File: config.mk
export PLATFORM = sky130hd
export DESIGN_NAME = m_spawn_scheduler
export DESIGN_NICKNAME = d
export VERILOG_FILES = /design/src/rtl/m_spawn_scheduler_pkg.sv /design/src/rtl/m_spawn_scheduler_gap_timer.sv /design/src/rtl/m_spawn_scheduler.sv
export SDC_FILE = /design/constraint.sdc
export NUM_CORES = 1
export LEC_CHECK = 0
export ABC_AREA = 1
export CORE_AREA = 2 2 75 77
export CTS_BUF_LIST = sky130_fd_sc_hd__clkbuf_2 sky130_fd_sc_hd__clkbuf_4 sky130_fd_sc_hd__clkbuf_8
export CTS_CLUSTER_DIAMETER = 150
export DETAILED_ROUTE_END_ITERATION = 8
export DIE_AREA = 0 0 77 79
export PLACE_DENSITY = 0.84
export SLEW_MARGIN = 20
export SYNTH_ARGS = -nofsm -noshare
export SYNTH_HDL_FRONTEND = slang
export SYNTH_SLANG_ARGS = --single-unit
File: constraint.sdc
create_clock -name clk -period 1.7 [get_ports clk]
set_clock_uncertainty 0.2 [all_clocks]
set_input_delay 0.425 -clock clk [delete_from_list [all_inputs] [get_ports clk]]
set_output_delay 0.425 -clock clk [all_outputs]
set_load 0.02 [all_outputs]
File: src/rtl/m_spawn_scheduler_pkg.sv
// ---------------------------------------------------------------------------
// pkg_spawn
// Shared definitions for the spawn scheduler:
//   - state encoding of the scheduler FSM (IDLE/LOAD/COUNT/OFFER)
//   - default widths and timing parameters
//   - cnt_w_fits(): tells whether a gap counter width can hold the largest
//     gap MIN_GAP + 2^GAP_BITS - 1
// ---------------------------------------------------------------------------
package pkg_spawn;

    localparam logic [1:0] ST_IDLE  = 2'd0;
    localparam logic [1:0] ST_LOAD  = 2'd1;
    localparam logic [1:0] ST_COUNT = 2'd2;
    localparam logic [1:0] ST_OFFER = 2'd3;

    typedef enum logic [1:0] {
        S_IDLE  = ST_IDLE,
        S_LOAD  = ST_LOAD,
        S_COUNT = ST_COUNT,
        S_OFFER = ST_OFFER
    } state_t;

    localparam int DEF_MIN_GAP   = 4;
    localparam int DEF_GAP_BITS  = 8;
    localparam int DEF_LANE_BITS = 2;
    localparam int DEF_CNT_W     = 16;
    localparam int SPAWN_CNT_W   = 16;

    // True when a cnt_w-bit counter can hold min_gap + 2^gap_bits - 1.
    function automatic bit cnt_w_fits(input int cnt_w, input int min_gap, input int gap_bits);
        longint need;
        need = longint'(min_gap) + (64'sd1 <<< gap_bits) - 64'sd1;
        if (cnt_w >= 62) begin
            return 1'b1;
        end else begin
            return (need < (64'sd1 <<< cnt_w));
        end
    endfunction

endpackage

File: src/rtl/m_spawn_scheduler_gap_timer.sv
// ---------------------------------------------------------------------------
// m_gap_timer
// Loadable down-counter that times the gap between event load and offer.
// The zero flag is registered alongside the count so it is valid in the same
// cycle the count reaches zero; the counter stops at zero.
// Ports:
//   clk, rst_n     clock, asynchronous active-low reset
//   srst           synchronous clear
//   load           load load_value (has priority over en)
//   en             decrement by one when not already zero
//   load_value     value to load
//   value          current count
//   zero           count is zero
// ---------------------------------------------------------------------------
module m_gap_timer #(
    parameter int CNT_W = 16
) (
    input  logic             clk,
    input  logic             rst_n,
    input  logic             srst,
    input  logic             load,
    input  logic             en,
    input  logic [CNT_W-1:0] load_value,
    output logic [CNT_W-1:0] value,
    output logic             zero
);

    localparam logic [CNT_W-1:0] CNT_ZERO = '0;
    localparam logic [CNT_W-1:0] CNT_ONE  = CNT_W'(1);

    logic [CNT_W-1:0] value_r;
    logic             zero_r;

    // Counter register with its registered zero flag.
    always_ff @(posedge clk or negedge rst_n) begin
        if (!rst_n) begin
            value_r <= CNT_ZERO;
            zero_r  <= 1'b1;
        end else if (srst) begin
            value_r <= CNT_ZERO;
            zero_r  <= 1'b1;
        end else if (load) begin
            value_r <= load_value;
            zero_r  <= (load_value == CNT_ZERO);
        end else if (en && !zero_r) begin
            value_r <= value_r - CNT_ONE;
            zero_r  <= (value_r == CNT_ONE);
        end else begin
            value_r <= value_r;
            zero_r  <= zero_r;
        end
    end

    assign value = value_r;
    assign zero  = zero_r;

endmodule

File: src/rtl/m_spawn_scheduler.sv
// ---------------------------------------------------------------------------
// m_spawn_scheduler
// Turns the free-running 32-bit random stream into randomly timed spawn
// events. Per event: sample one random word (LOAD), count a gap of
// MIN_GAP + (rand[GAP_BITS-1:0] >> w_level) cycles (COUNT), then offer the
// event with its lane and kind on a valid/ready handshake (OFFER).
// Ports:
//   clk          system clock
//   w_rst_n      asynchronous active-low reset
//   w_rand       random word, sampled only in LOAD
//   w_enable     run request
//   w_level      difficulty, right-shift applied to the raw gap
//   w_ready      consumer accepts the offered event
//   o_valid      event offered
//   o_lane       lane of the event (rand[16 +: LANE_BITS])
//   o_kind       kind of the event (rand[31])
//   o_spawn_cnt  accepted-event count, wraps
//   o_busy       high while in LOAD/COUNT/OFFER
// ---------------------------------------------------------------------------
module m_spawn_scheduler
    import pkg_spawn::*;
#(
    parameter int MIN_GAP   = DEF_MIN_GAP,
    parameter int GAP_BITS  = DEF_GAP_BITS,
    parameter int LANE_BITS = DEF_LANE_BITS,
    parameter int CNT_W     = DEF_CNT_W
) (
    input  logic                   clk,
    input  logic                   w_rst_n,
    input  logic [31:0]            w_rand,
    input  logic                   w_enable,
    input  logic [2:0]             w_level,
    input  logic                   w_ready,
    output logic                   o_valid,
    output logic [LANE_BITS-1:0]   o_lane,
    output logic                   o_kind,
    output logic [SPAWN_CNT_W-1:0] o_spawn_cnt,
    output logic                   o_busy
);

    state_t                 state_r;
    logic                   valid_r;
    logic [LANE_BITS-1:0]   lane_r;
    logic                   kind_r;
    logic [SPAWN_CNT_W-1:0] spawn_cnt_r;
    logic                   busy_r;

    logic [CNT_W-1:0]       raw_gap_s;
    logic [CNT_W-1:0]       load_value_s;
    logic                   timer_load_s;
    logic                   timer_en_s;
    logic [CNT_W-1:0]       timer_value_s;
    logic                   timer_zero_s;
    logic                   unused_s;

    // Gap computation: zero-extend before shifting, so any level that
    // shifts out every gap bit leaves just MIN_GAP.
    always_comb begin
        raw_gap_s    = CNT_W'(w_rand[GAP_BITS-1:0]) >> w_level;
        load_value_s = CNT_W'(MIN_GAP) + raw_gap_s;
        timer_load_s = (state_r == S_LOAD);
        timer_en_s   = (state_r == S_COUNT) && w_enable;
    end

    m_gap_timer #(
        .CNT_W (CNT_W)
    ) u_gap_timer (
        .clk        (clk),
        .rst_n      (w_rst_n),
        .srst       (1'b0),
        .load       (timer_load_s),
        .en         (timer_en_s),
        .load_value (load_value_s),
        .value      (timer_value_s),
        .zero       (timer_zero_s)
    );

    // Scheduler FSM with registered handshake and status outputs.
    always_ff @(posedge clk or negedge w_rst_n) begin
        if (!w_rst_n) begin
            state_r     <= S_IDLE;
            valid_r     <= 1'b0;
            lane_r      <= '0;
            kind_r      <= 1'b0;
            spawn_cnt_r <= '0;
            busy_r      <= 1'b0;
        end else begin
            case (state_r)
                S_IDLE: begin
                    valid_r <= 1'b0;
                    if (w_enable) begin
                        state_r <= S_LOAD;
                        busy_r  <= 1'b1;
                    end else begin
                        state_r <= S_IDLE;
                        busy_r  <= 1'b0;
                    end
                end
                S_LOAD: begin
                    lane_r  <= w_rand[16 +: LANE_BITS];
                    kind_r  <= w_rand[31];
                    state_r <= S_COUNT;
                    busy_r  <= 1'b1;
                end
                S_COUNT: begin
                    // Dropping enable abandons the event before it is offered.
                    if (!w_enable) begin
                        state_r <= S_IDLE;
                        busy_r  <= 1'b0;
                    end else if (timer_zero_s) begin
                        state_r <= S_OFFER;
                        valid_r <= 1'b1;
                        busy_r  <= 1'b1;
                    end else begin
                        state_r <= S_COUNT;
                        busy_r  <= 1'b1;
                    end
                end
                S_OFFER: begin
                    // An offered event is never retracted, only accepted.
                    if (w_ready) begin
                        valid_r     <= 1'b0;
                        spawn_cnt_r <= spawn_cnt_r + 16'd1;
                        if (w_enable) begin
                            state_r <= S_LOAD;
                            busy_r  <= 1'b1;
                        end else begin
                            state_r <= S_IDLE;
                            busy_r  <= 1'b0;
                        end
                    end else begin
                        state_r <= S_OFFER;
                        valid_r <= 1'b1;
                        busy_r  <= 1'b1;
                    end
                end
                default: begin
                    state_r <= S_IDLE;
                    valid_r <= 1'b0;
                    busy_r  <= 1'b0;
                end
            endcase
        end
    end

    assign o_valid     = valid_r;
    assign o_lane      = lane_r;
    assign o_kind      = kind_r;
    assign o_spawn_cnt = spawn_cnt_r;
    assign o_busy      = busy_r;

    // Random bits that carry no meaning for this block, and the raw count.
    assign unused_s = ^{w_rand[30:16+LANE_BITS], w_rand[15:GAP_BITS], timer_value_s};

endmodule

==> results of run 1 <==
-- cell type report --
cell class | count | area, um^2
multi-input combinational | 228 | 1579
timing repair buffer | 132 | 1069
clock inverter | 1 | 5.005
clock buffer | 7 | 83.83
fill | 368 | 1365
inverter | 32 | 140.1
sequential | 40 | 1006
tap | 72 | 90.09
-- power by group through the flow --
| stage | clock network [mW] | registers, mW | logic, mW |
|---|---|---|---|
| floorplan | 0 | 1.55 | 0.928 |
| global placement | 0 | 1.41 | 1.96 |
| detailed placement | 0 | 1.42 | 2.05 |
| CTS | 0.655 | 1.43 | 2.13 |
| global route | 0.706 | 1.50 | 2.73 |
| finish | 0.653 | 1.48 | 2.52 |
-- how the worst min path moves through the flow --
stage	start	cells after the start	slack (ps)	endpoint
2_1_floorplan	w_rst_n	0	-70	o_busy$_DFF_PN0_
3_3_place_gp	w_rst_n	1	210	o_spawn_cnt[6]$_DFFE_PN0P_
3_5_place_dp	w_rst_n	1	210	o_spawn_cnt[5]$_DFFE_PN0P_
4_1_cts	o_lane[1]$_DFFE_PN0P_	2	280	o_lane[1]$_DFFE_PN0P_
5_1_grt	o_lane[1]$_DFFE_PN0P_	2	300	o_lane[1]$_DFFE_PN0P_
6_report	o_lane[1]$_DFFE_PN0P_	2	280	o_lane[1]$_DFFE_PN0P_
-- sequential cells by signal (all words and copies together), names as in the netlist --
name / cells
o_busy: 1
o_kind: 1
o_lane: 2
o_spawn_cnt: 16
o_valid: 1
state_r: 2
u_gap_timer.value: 16
u_gap_timer.zero: 1
-- worst register-to-register path, delay by kind of cell, from the launching register on --
family,cells,cell delay [ps]
and+or+nand+nor,8,970
DFF,1,440
xor gates and xnor gates,1,160
-- synth_stat cells (all sizes together) --
cell type,number
clkbuf,2
inv,31
a31oi,2
nand3,35
o211ai,3
ha,5
a211oi,1
nand4,9
or2,1
dfrtp,39
nor3,8
nand2,82
clkinv,1
nor2,37
dfstp,1
a21oi,9
o311ai,1
mux2,1
o221a,1
buf,3
xor2,8
o21ai,14
nor4,1
xnor2,8
o221ai,2
-- through the flow --
stage	std cells	area (um^2)	worst slack, ps	utilization, %
3_5_place_dp	477	3405	-933.9	63.78
5_1_grt	512	3973	-260.0	74.43
3_3_place_gp	477	3405	-849.6	63.78
6_report	512	3973	-137.6	74.43
4_1_cts	499	3707	-212.6	69.46
2_1_floorplan	305	2461	-311.1	-
-- routing by layer --
layer	up-vias	part of all wire [%]	track usage [%]	routed length, um
met5	-	0	0	0
met4	0	3.7	9.464	276
met3	35	4.6	3.636	344
met2	113	55	45.26	4084
met1	1284	37	26.04	2743
li1	1276	-	-	-
-- what timing repair did --
action	CTS	global route
pin swaps	27	28
endpoints found under the setup margin	48	29
buffers inserted	14	16
endpoints found under the hold margin	17	0
hold buffers	1	0
resized for setup	88	70
-- cells by family after synthesis --
kind of cell / after synthesis / synth area share (%)
simple gates: 173 / 34.70
flops: 40 / 42.05
buf+inv: 37 / 6.089
compound gates: 33 / 8.189
xor+xnor: 16 / 5.880
fa+ha+maj: 5 / 2.625
mux: 1 / 0.4724
==> flow_metrics.env, run 1 <==
export IMPL_routedWlPerCell_um=14.55
export IMPL_worst_setup_path_type="flip-flop to flip-flop"
export IMPL_fmax_mhz=544.2
export IMPL_r2r_slack_ps=-140
export IMPL_clk_insertion_delay_late_ps=300
export IMPL_switching_share_pct=42.19
export IMPL_r2r_cells=9
export IMPL_p_comb_share_pct=54.2
export IMPL_critPathArrivalTime_ps=1850
export IMPL_critPathTopFamily="simple AND/OR/NAND/NOR gates"
export IMPL_viasPerCell=5.289
export IMPL_crit_slowest_cell="dfrtp_1"
export IMPL_grt_usage_pct=23.59
export IMPL_gp_congestion=0.8598
export IMPL_io_pin_count=60
export IMPL_hold_viol_final=0
export IMPL_dp_hpwl_mm=4.756
export IMPL_drt_initial_drc_count=117
export IMPL_critPathBufInv=0
export IMPL_final_cell_mix="buf_4, nand2_1, dfrtp_1, nor2_1, inv_1"
export IMPL_setup_ws_ps=-137.6
export IMPL_synth_area_um2=2384
export IMPL_coreArea_um2=5338
export IMPL_htreeDepth=2
export IMPL_layout_commonest_cell="buf_4"
export IMPL_final_nets=483
export IMPL_cts_buffer_depth=2
export IMPL_synth_distinct_cells=34
export IMPL_p_total_mw=4.646
export IMPL_cp_max_fo=4
export IMPL_clkSlewWorstSetupHoldPaths_ps=80
export IMPL_setup_viol_count_final=11
export IMPL_drv_slew=0
export IMPL_clockPowerShare_pct=14.1
export IMPL_critPathRequiredTime_ps=1720
export IMPL_p_leak_nw=1.965
export IMPL_die_y_um=79
export IMPL_numCtsBuffers=5
export IMPL_drive_above_1_share_pct=45.23
export IMPL_power_density_nw_per_um2=1170
export IMPL_drc=0
export IMPL_diodes=0
export IMPL_synth_top_area_share_pct=40.94
export IMPL_drt_pre_antenna_iters=4
export IMPL_ir_drop_mv=0.6919
export IMPL_period_needed_ps=1838
export IMPL_startpoint="state_r[1]$_DFF_PN0_"
export IMPL_dieArea_um2=6083
export IMPL_tightest_slew_ps=489.1
export IMPL_relSlewSlack_pct=67.39
export IMPL_fin_tns_setup_ps=-732.4
export IMPL_antenna_found_initial=0
export IMPL_synthTopCellsByArea="dfrtp_1, nand2_1, nand3_1, nor2_1, inv_1"
export IMPL_violations="setup timing"
export IMPL_antenna_left=0
export IMPL_p_switching_mw=1.960
export IMPL_rows=27
export IMPL_p_seq_share_pct=31.8
export IMPL_rr_startpoint="state_r[1]$_DFF_PN0_"
export IMPL_worst_path_largest_cell_delay_ps=440
export IMPL_fp_dieW_um=77
export IMPL_grt_pass1_vias=2626
export IMPL_fin_crit_sh_pct=108.1
export IMPL_whs_ps=278.2
export IMPL_areaGrowthSynthToFinish_pct=66.67
export IMPL_syn_inst=305
export IMPL_cp_cell_sequence="nand3_4 -> nor2_4 -> nand3_4 -> nor2_4 -> nand3_4 -> nor3_4 -> nand2_2 -> nor2_2 -> xor2_1"
export IMPL_cp_depth=9
export IMPL_yosys_warnings=0
export IMPL_root_buffer="clkbuf_8"
export IMPL_vias=2708
export IMPL_synth_area_per_cell_um2=7.815
export IMPL_grt_max_degree=21
export IMPL_finalWirelength_mm=7.448
export IMPL_status="finished with violations"
export IMPL_endpoint_kind="flip-flop"
export IMPL_yosys_area_top_type="dfrtp_1"
export IMPL_timing_rr_end="o_spawn_cnt[14]$_DFFE_PN0P_"
export IMPL_yosysSeqAreaShare_pct=42.05
export IMPL_grt_overflow=0
export IMPL_port_buffers=38
export IMPL_initial_core_util_pct=44.66
export IMPL_max_cap_violations=0
export IMPL_synth_seq_cells=40
export IMPL_crit_path_frequent_cell="nand3_4"
export IMPL_grt_pass1_wl_mm=11.52
export IMPL_rsz0062_at_grt="yes"
export IMPL_numClockSinks=40
export IMPL_crit_path_end="o_spawn_cnt[14]$_DFFE_PN0P_"
export IMPL_cts_tree="yes"
export IMPL_startpoint_type="flip-flop"
export IMPL_p_int_mw=2.686
export IMPL_syn_num_nets=349
export IMPL_hold_class="flip-flop to flip-flop"
Note: power is estimated with default switching activity, not from simulation.
==> run 2: changes to the inputs <==
--- a/config.mk
+++ b/config.mk
@@ -6,12 +6,12 @@
 export NUM_CORES = 1
 export LEC_CHECK = 0
 export ABC_AREA = 1
-export CORE_AREA = 2 2 75 77
+export CORE_AREA = 2 2 69 71
 export CTS_BUF_LIST = sky130_fd_sc_hd__clkbuf_2 sky130_fd_sc_hd__clkbuf_4 sky130_fd_sc_hd__clkbuf_8
 export CTS_CLUSTER_DIAMETER = 150
 export DETAILED_ROUTE_END_ITERATION = 8
-export DIE_AREA = 0 0 77 79
-export PLACE_DENSITY = 0.84
+export DIE_AREA = 0 0 71 73
+export PLACE_DENSITY = 0.93
 export SLEW_MARGIN = 20
 export SYNTH_ARGS = -nofsm -noshare
 export SYNTH_HDL_FRONTEND = slang
==> constraint.sdc (replaced) <==
create_clock -name clk -period 2.2 [get_ports clk]
set_clock_uncertainty 0.2 [all_clocks]
set_input_delay 0.55 -clock clk [delete_from_list [all_inputs] [get_ports clk]]
set_output_delay 0.55 -clock clk [all_outputs]
set_load 0.02 [all_outputs]
==> run 2 against run 1 <==
Critical path depth decreased by 8; routed wire length fell by 13%; the run now ends clean; setup slack gained 170 ps; cell area shrank 13%; sequential share of layout area is 3.7 points higher; die area decreased by 15%; hold slack got worse by 260 ps.
==> flow_metrics.env, run 2 (synthesis gave the netlist of run 1 again) <==
export IMPL_placed_cells=436
export IMPL_ir_drop_mv=0.4475
export IMPL_cts_buffer_depth=2
export IMPL_drc=0
export IMPL_cts_tree="yes"
export IMPL_final_cell_mix="nand2_1, buf_4, dfrtp_1, nor2_1, clkdlybuf4s50_1"
export IMPL_areaGrowthSynthToFinish_pct=44.99
export IMPL_p_switching_mw=1.228
export IMPL_r2r_slack_ps=360
export IMPL_antenna_left=0
export IMPL_routedWlPerCell_um=13.98
export IMPL_r2r_cells=10
export IMPL_relSlewSlack_pct=64.21
export IMPL_fin_area_um2=3456
export IMPL_grt_usage_pct=26.97
export IMPL_startpoint_type="flip-flop"
export IMPL_grt_max_degree=23
export IMPL_critPathRequiredTime_ps=1450
export IMPL_max_cap_violations=0
export IMPL_p_int_mw=1.791
export IMPL_grt_pass1_vias=2611
export IMPL_endpoint_kind="output port"
export IMPL_setup_viol_count_final=0
export IMPL_setup_ws_ps=34.27
export IMPL_numCtsBuffers=5
export IMPL_wl_met1_mm=2.462
export IMPL_clockPowerShare_pct=16.7
export IMPL_layout_commonest_cell="nand2_1"
export IMPL_vias=2553
export IMPL_p_leak_nw=1.684
export IMPL_critPathArrivalTime_ps=1420
export IMPL_ff_latch_area_um2=1002
export IMPL_cp_cell_sequence="clkdlybuf4s50_1"
export IMPL_final_cell_count_no_fill=461
export IMPL_worst_setup_path_type="flip-flop to output port"
export IMPL_switching_share_pct=40.67
export IMPL_coreArea_um2=4536
export IMPL_numClockSinks=40
export IMPL_root_buffer="clkbuf_8"
export IMPL_hold_viol_final=0
export IMPL_critPathBufInv=1
export IMPL_fin_crit_sh_pct=98.44
export IMPL_place_worst_setup_slack_ps=-664.9
export IMPL_clk_insertion_delay_late_ps=290
export IMPL_grt_overflow=0
export IMPL_drv_slew=0
export IMPL_fp_dieW_um=71
export IMPL_htreeDepth=2
export IMPL_drt_initial_drc_count=133
export IMPL_dieArea_um2=5183
export IMPL_placed_cell_area_um2=3169
export IMPL_power_density_nw_per_um2=873.6
export IMPL_viasPerCell=5.538
export IMPL_p_seq_share_pct=37.3
export IMPL_period_needed_ps=2166
export IMPL_fin_util_pct=76.19
export IMPL_rsz0062_at_grt="yes"
export IMPL_final_nets=450
export IMPL_dp_hpwl_mm=4.435
export IMPL_multi_input_comb_area_um2=1341
export IMPL_grt_pass1_wl_mm=11.15
export IMPL_crit_slowest_cell="clkdlybuf4s50_1"
export IMPL_tightest_slew_ps=532.7
export IMPL_critPathTopFamily="buffers and inverters"
export IMPL_drive_above_1_share_pct=28.75
export IMPL_wl_met2_mm=3.468
export IMPL_maxUsedRoutingLayer="met4"
export IMPL_gp_congestion=0.8962
export IMPL_port_buffers=38
export IMPL_wl_met3_um=348
export IMPL_antenna_found_initial=0
export IMPL_timing_rr_end="o_spawn_cnt[14]$_DFFE_PN0P_"
export IMPL_p_comb_share_pct=46.0
export IMPL_diodes=0
export IMPL_drt_pre_antenna_iters=4
export IMPL_rows=25
export IMPL_n_fill_cell=305
export IMPL_cp_max_fo=5
export IMPL_io_pin_count=60
export IMPL_status="complete, no violations"
export IMPL_clkSlewWorstSetupHoldPaths_ps=80
export IMPL_rr_startpoint="o_spawn_cnt[0]$_DFFE_PN0P_"
export IMPL_holdBufCountCts=0
export IMPL_worst_path_largest_cell_delay_ps=650
export IMPL_die_y_um=73
export IMPL_fmax_mhz=461.7
export IMPL_finalWirelength_mm=6.445
export IMPL_hold_class="primary input to asynchronous set/reset pin"
export IMPL_initial_core_util_pct=52.55
## run 2: power by group through the flow
stage	combinational (mW)	clock (mW)	sequential [mW]
after floorplan	0.706	0	1.19
after global placement	1.27	0	1.12
after detailed placement	1.33	0	1.13
after CTS	1.35	0.513	1.12
after global routing	1.54	0.543	1.15
final	1.39	0.505	1.13
## run 2: area by class of cell
cell class / instances / area share (%)
Sequential cell: 40 / 29.00
Tap cell: 54 / 1.955
Clock buffer: 6 / 2.390
Timing Repair Buffer: 99 / 23.93
Clock inverter: 2 / 0.2896
Multi-Input combinational cell: 228 / 38.81
Inverter: 32 / 3.621
## run 2: per-stage QoR
step	hold slack [ps]	setup TNS, ps	power (mW)
2_1_floorplan	54.41	0	1.892
3_3_place_gp	259.4	-3596	2.385
3_5_place_dp	266.3	-5021	2.453
4_1_cts	35.81	0	2.986
5_1_grt	63.66	-47.01	3.232
6_report	21.97	0	3.019
## run 2: metal layers
| layer | vias up | global-route usage, % |
|---|---|---|
| li1 | 1214 | - |
| met1 | 1210 | 29.55 |
| met2 | 110 | 51.40 |
| met3 | 19 | 5.110 |
| met4 | 0 | 10.27 |
| met5 | - | 0 |
## run 2: worst max-delay path by stage
stage / start / endpoint / slack, ps / cells after the start
after floorplan: w_level[0] / u_gap_timer.zero$_DFFE_PN1P_ / 10 / 19
after global placement: w_level[0] / u_gap_timer.zero$_DFFE_PN1P_ / -540 / 17
after detailed placement: w_level[0] / u_gap_timer.value[8]$_DFFE_PN0P_ / -660 / 13
after CTS: w_level[1] / u_gap_timer.value[8]$_DFFE_PN0P_ / 3 / 12
after global routing: w_level[0] / u_gap_timer.zero$_DFFE_PN1P_ / -50 / 20
final: o_spawn_cnt[8]$_DFFE_PN0P_ / o_spawn_cnt[8] / 30 / 1
## run 2: what timing repair did
item | CTS | global route
endpoints found under the setup margin | 7 | 8
setup buffers | 15 | 2
cloned | 0 | 0
resized for setup | 20 | 21
pin swaps | 13 | 5
endpoints found under the hold margin | 0 | 0
==> run 3: changes to the inputs <==
--- a/config.mk
+++ b/config.mk
@@ -6,12 +6,13 @@
 export NUM_CORES = 1
 export LEC_CHECK = 0
 export ABC_AREA = 1
-export CORE_AREA = 2 2 69 71
+export CORE_AREA = 2 2 72 74
 export CTS_BUF_LIST = sky130_fd_sc_hd__clkbuf_2 sky130_fd_sc_hd__clkbuf_4 sky130_fd_sc_hd__clkbuf_8
 export CTS_CLUSTER_DIAMETER = 150
 export DETAILED_ROUTE_END_ITERATION = 8
-export DIE_AREA = 0 0 71 73
-export PLACE_DENSITY = 0.93
+export DIE_AREA = 0 0 74 76
+export GPL_ROUTABILITY_DRIVEN = 0
+export PLACE_DENSITY = 0.86
 export SLEW_MARGIN = 20
 export SYNTH_ARGS = -nofsm -noshare
 export SYNTH_HDL_FRONTEND = slang
==> constraint.sdc (replaced) <==
create_clock -name clk -period 2.19 [get_ports clk]
set_clock_uncertainty 0.2 [all_clocks]
set_input_delay 0.5475 -clock clk [delete_from_list [all_inputs] [get_ports clk]]
set_output_delay 0.5475 -clock clk [all_outputs]
set_load 0.02 [all_outputs]
==> run 3 against run 2 <==
The run now ends with hold timing left; largest cell class unchanged; count of clock-buffer cells in the layout did not move; routed wire length fell by 11%; critical endpoint unchanged; largest power group unchanged; critical path depth is the same; global-route usage fell by 5.3 points.
==> flow_metrics.env, run 3 (synthesis gave the netlist of run 1 again) <==
export IMPL_startpoint_type="flip-flop"
export IMPL_hold_class="primary input to asynchronous set/reset pin"
export IMPL_period_needed_ps=2130
export IMPL_port_buffers=38
export IMPL_critPathRequiredTime_ps=1440
export IMPL_relSlewSlack_pct=66.95
export IMPL_coreArea_um2=4912
export IMPL_drt_initial_drc_count=128
export IMPL_max_cap_violations=0
export IMPL_io_pin_count=60
export IMPL_fin_util_pct=68.16
export IMPL_viasPerCell=5.122
export IMPL_grt_overflow=0
export IMPL_setup_viol_count_final=0
export IMPL_htreeDepth=2
export IMPL_grt_pass1_wl_mm=9.763
export IMPL_p_leak_nw=1.627
export IMPL_cp_cell_sequence="clkdlybuf4s50_1"
export IMPL_grt_max_degree=24
export IMPL_grt_usage_pct=21.62
export IMPL_hold_viol_final=16
export IMPL_status="finished with violations"
export IMPL_power_density_nw_per_um2=907.1
export IMPL_p_total_mw=3.037
export IMPL_startpoint="o_spawn_cnt[8]$_DFFE_PN0P_"
export IMPL_die_y_um=76
export IMPL_ff_latch_area_um2=1002
export IMPL_drc=0
export IMPL_critPathArrivalTime_ps=1380
export IMPL_areaGrowthSynthToFinish_pct=40.47
export IMPL_multi_input_comb_area_um2=1320
export IMPL_fmax_mhz=469.4
export IMPL_fp_dieW_um=74
export IMPL_violations="hold timing"
export IMPL_cts_buffer_depth=2
export IMPL_drt_pre_antenna_iters=4
export IMPL_fin_crit_sh_pct=97.28
export IMPL_dieArea_um2=5624
export IMPL_tightest_slew_ps=491.9
export IMPL_antenna_found_initial=0
export IMPL_rows=26
export IMPL_initial_core_util_pct=48.52
export IMPL_final_nets=433
export IMPL_numClockSinks=40
export IMPL_dp_hpwl_mm=4.341
export IMPL_drive_above_1_share_pct=25.38
export IMPL_critPathTopFamily="buffers and inverters"
export IMPL_grt_pass1_vias=2418
export IMPL_diodes=0
export IMPL_final_cell_mix="nand2_1, buf_4, dfrtp_1, nor2_1, inv_1"
export IMPL_crit_slowest_cell="clkdlybuf4s50_1"
export IMPL_whs_ps=-11.44
export IMPL_routedWlPerCell_um=12.43
export IMPL_vias=2356
export IMPL_cts_tree="yes"
export IMPL_clk_insertion_delay_late_ps=290
export IMPL_worst_setup_path_type="flip-flop to output port"
export IMPL_worst_path_largest_cell_delay_ps=640
export IMPL_antenna_left=0
export IMPL_n_fill_cell=392
export IMPL_critPathBufInv=1
export IMPL_numCtsBuffers=5
export IMPL_ir_drop_mv=0.4723
export IMPL_drv_slew=0
export IMPL_finalWirelength_mm=5.719
export IMPL_cp_max_fo=5
export IMPL_endpoint_kind="output port"
export IMPL_rr_startpoint="u_gap_timer.value[0]$_DFFE_PN0P_"
export IMPL_layout_commonest_cell="nand2_1"
export IMPL_root_buffer="clkbuf_8"
export IMPL_clkSlewWorstSetupHoldPaths_ps=80
run 3: changes by cell type in the layout (fill, tap and decap cells not counted), moves of 2 or more:
cell / before / now
nor2_4: 7 / 5
inv_4: 2 / 0
nor2_2: 1 / 3
buf_4: 60 / 44
run 3: timing repair:
action,CTS,global route
resized for setup,24,18
endpoints found under the setup margin,7,6
buffers inserted,5,2
pin swaps,7,6
hold buffers,0,0
run 3: power breakdown:
part	total, mW	switching (mW)	leakage, nW	internal (mW)
Clock	0.597	0.247	0.0586	0.350
Combinational	1.32	0.741	1.06	0.577
Sequential	1.12	0.186	0.507	0.935
Total	3.04	1.17	1.63	1.86
run 3: cell type report:
| class | count | share of cell area (%) |
|---|---|---|
| multi-input combinational | 228 | 39.42 |
| inverter | 32 | 3.774 |
| clock buffer | 6 | 2.280 |
| sequential | 40 | 29.93 |
| timing repair buffer | 82 | 20.93 |
| tap | 70 | 2.616 |
| clock inverter | 2 | 1.046 |
run 3: through the flow:
stage	cell area, um^2	TNS (ps)	worst slack (ps)	std cells
final	3348	0	59.58	460
after global routing	3348	-1.878	-1.878	460
after CTS	3308	0	3.603	458
after detailed placement	3137	-5364	-758.5	445
after global placement	3137	-4020	-599.4	445
after floorplan	2412	0	6.435	305
run 3: final timing paths:
check                                                         end  slack, ps  cells after the start
worst min register to register        o_spawn_cnt[15]$_DFFE_PN0P_        280                      1
worst min-delay path             u_gap_timer.value[5]$_DFFE_PN0P_        -10                      1
max in group asynchronous              o_spawn_cnt[5]$_DFFE_PN0P_       1340                      2
worst max register to register  u_gap_timer.value[14]$_DFFE_PN0P_        330                      9
worst max-delay path                               o_spawn_cnt[8]         60                      1
min in group clk                      o_spawn_cnt[15]$_DFFE_PN0P_        280                      1
run 3: metal layers:
metal | global-route usage, % | vias to the layer above | part of all wire [%]
li1 | - | 1170 | -
met1 | 24.02 | 1097 | 40
met2 | 38.48 | 69 | 52
met3 | 4.233 | 20 | 4.2
met4 | 10.00 | 0 | 3.4
met5 | 0 | - | 0
run 3: worst reg2reg max path, stage by stage (launching register included):
cell and delay [ps]:
dfrtp_1 410, inv_1 100, ha_1 190, nand2_1 130, nor3_1 260, nand2_1 140
nor2_1 160, nand2_1 70, nand2_1 60, nor2_1 40
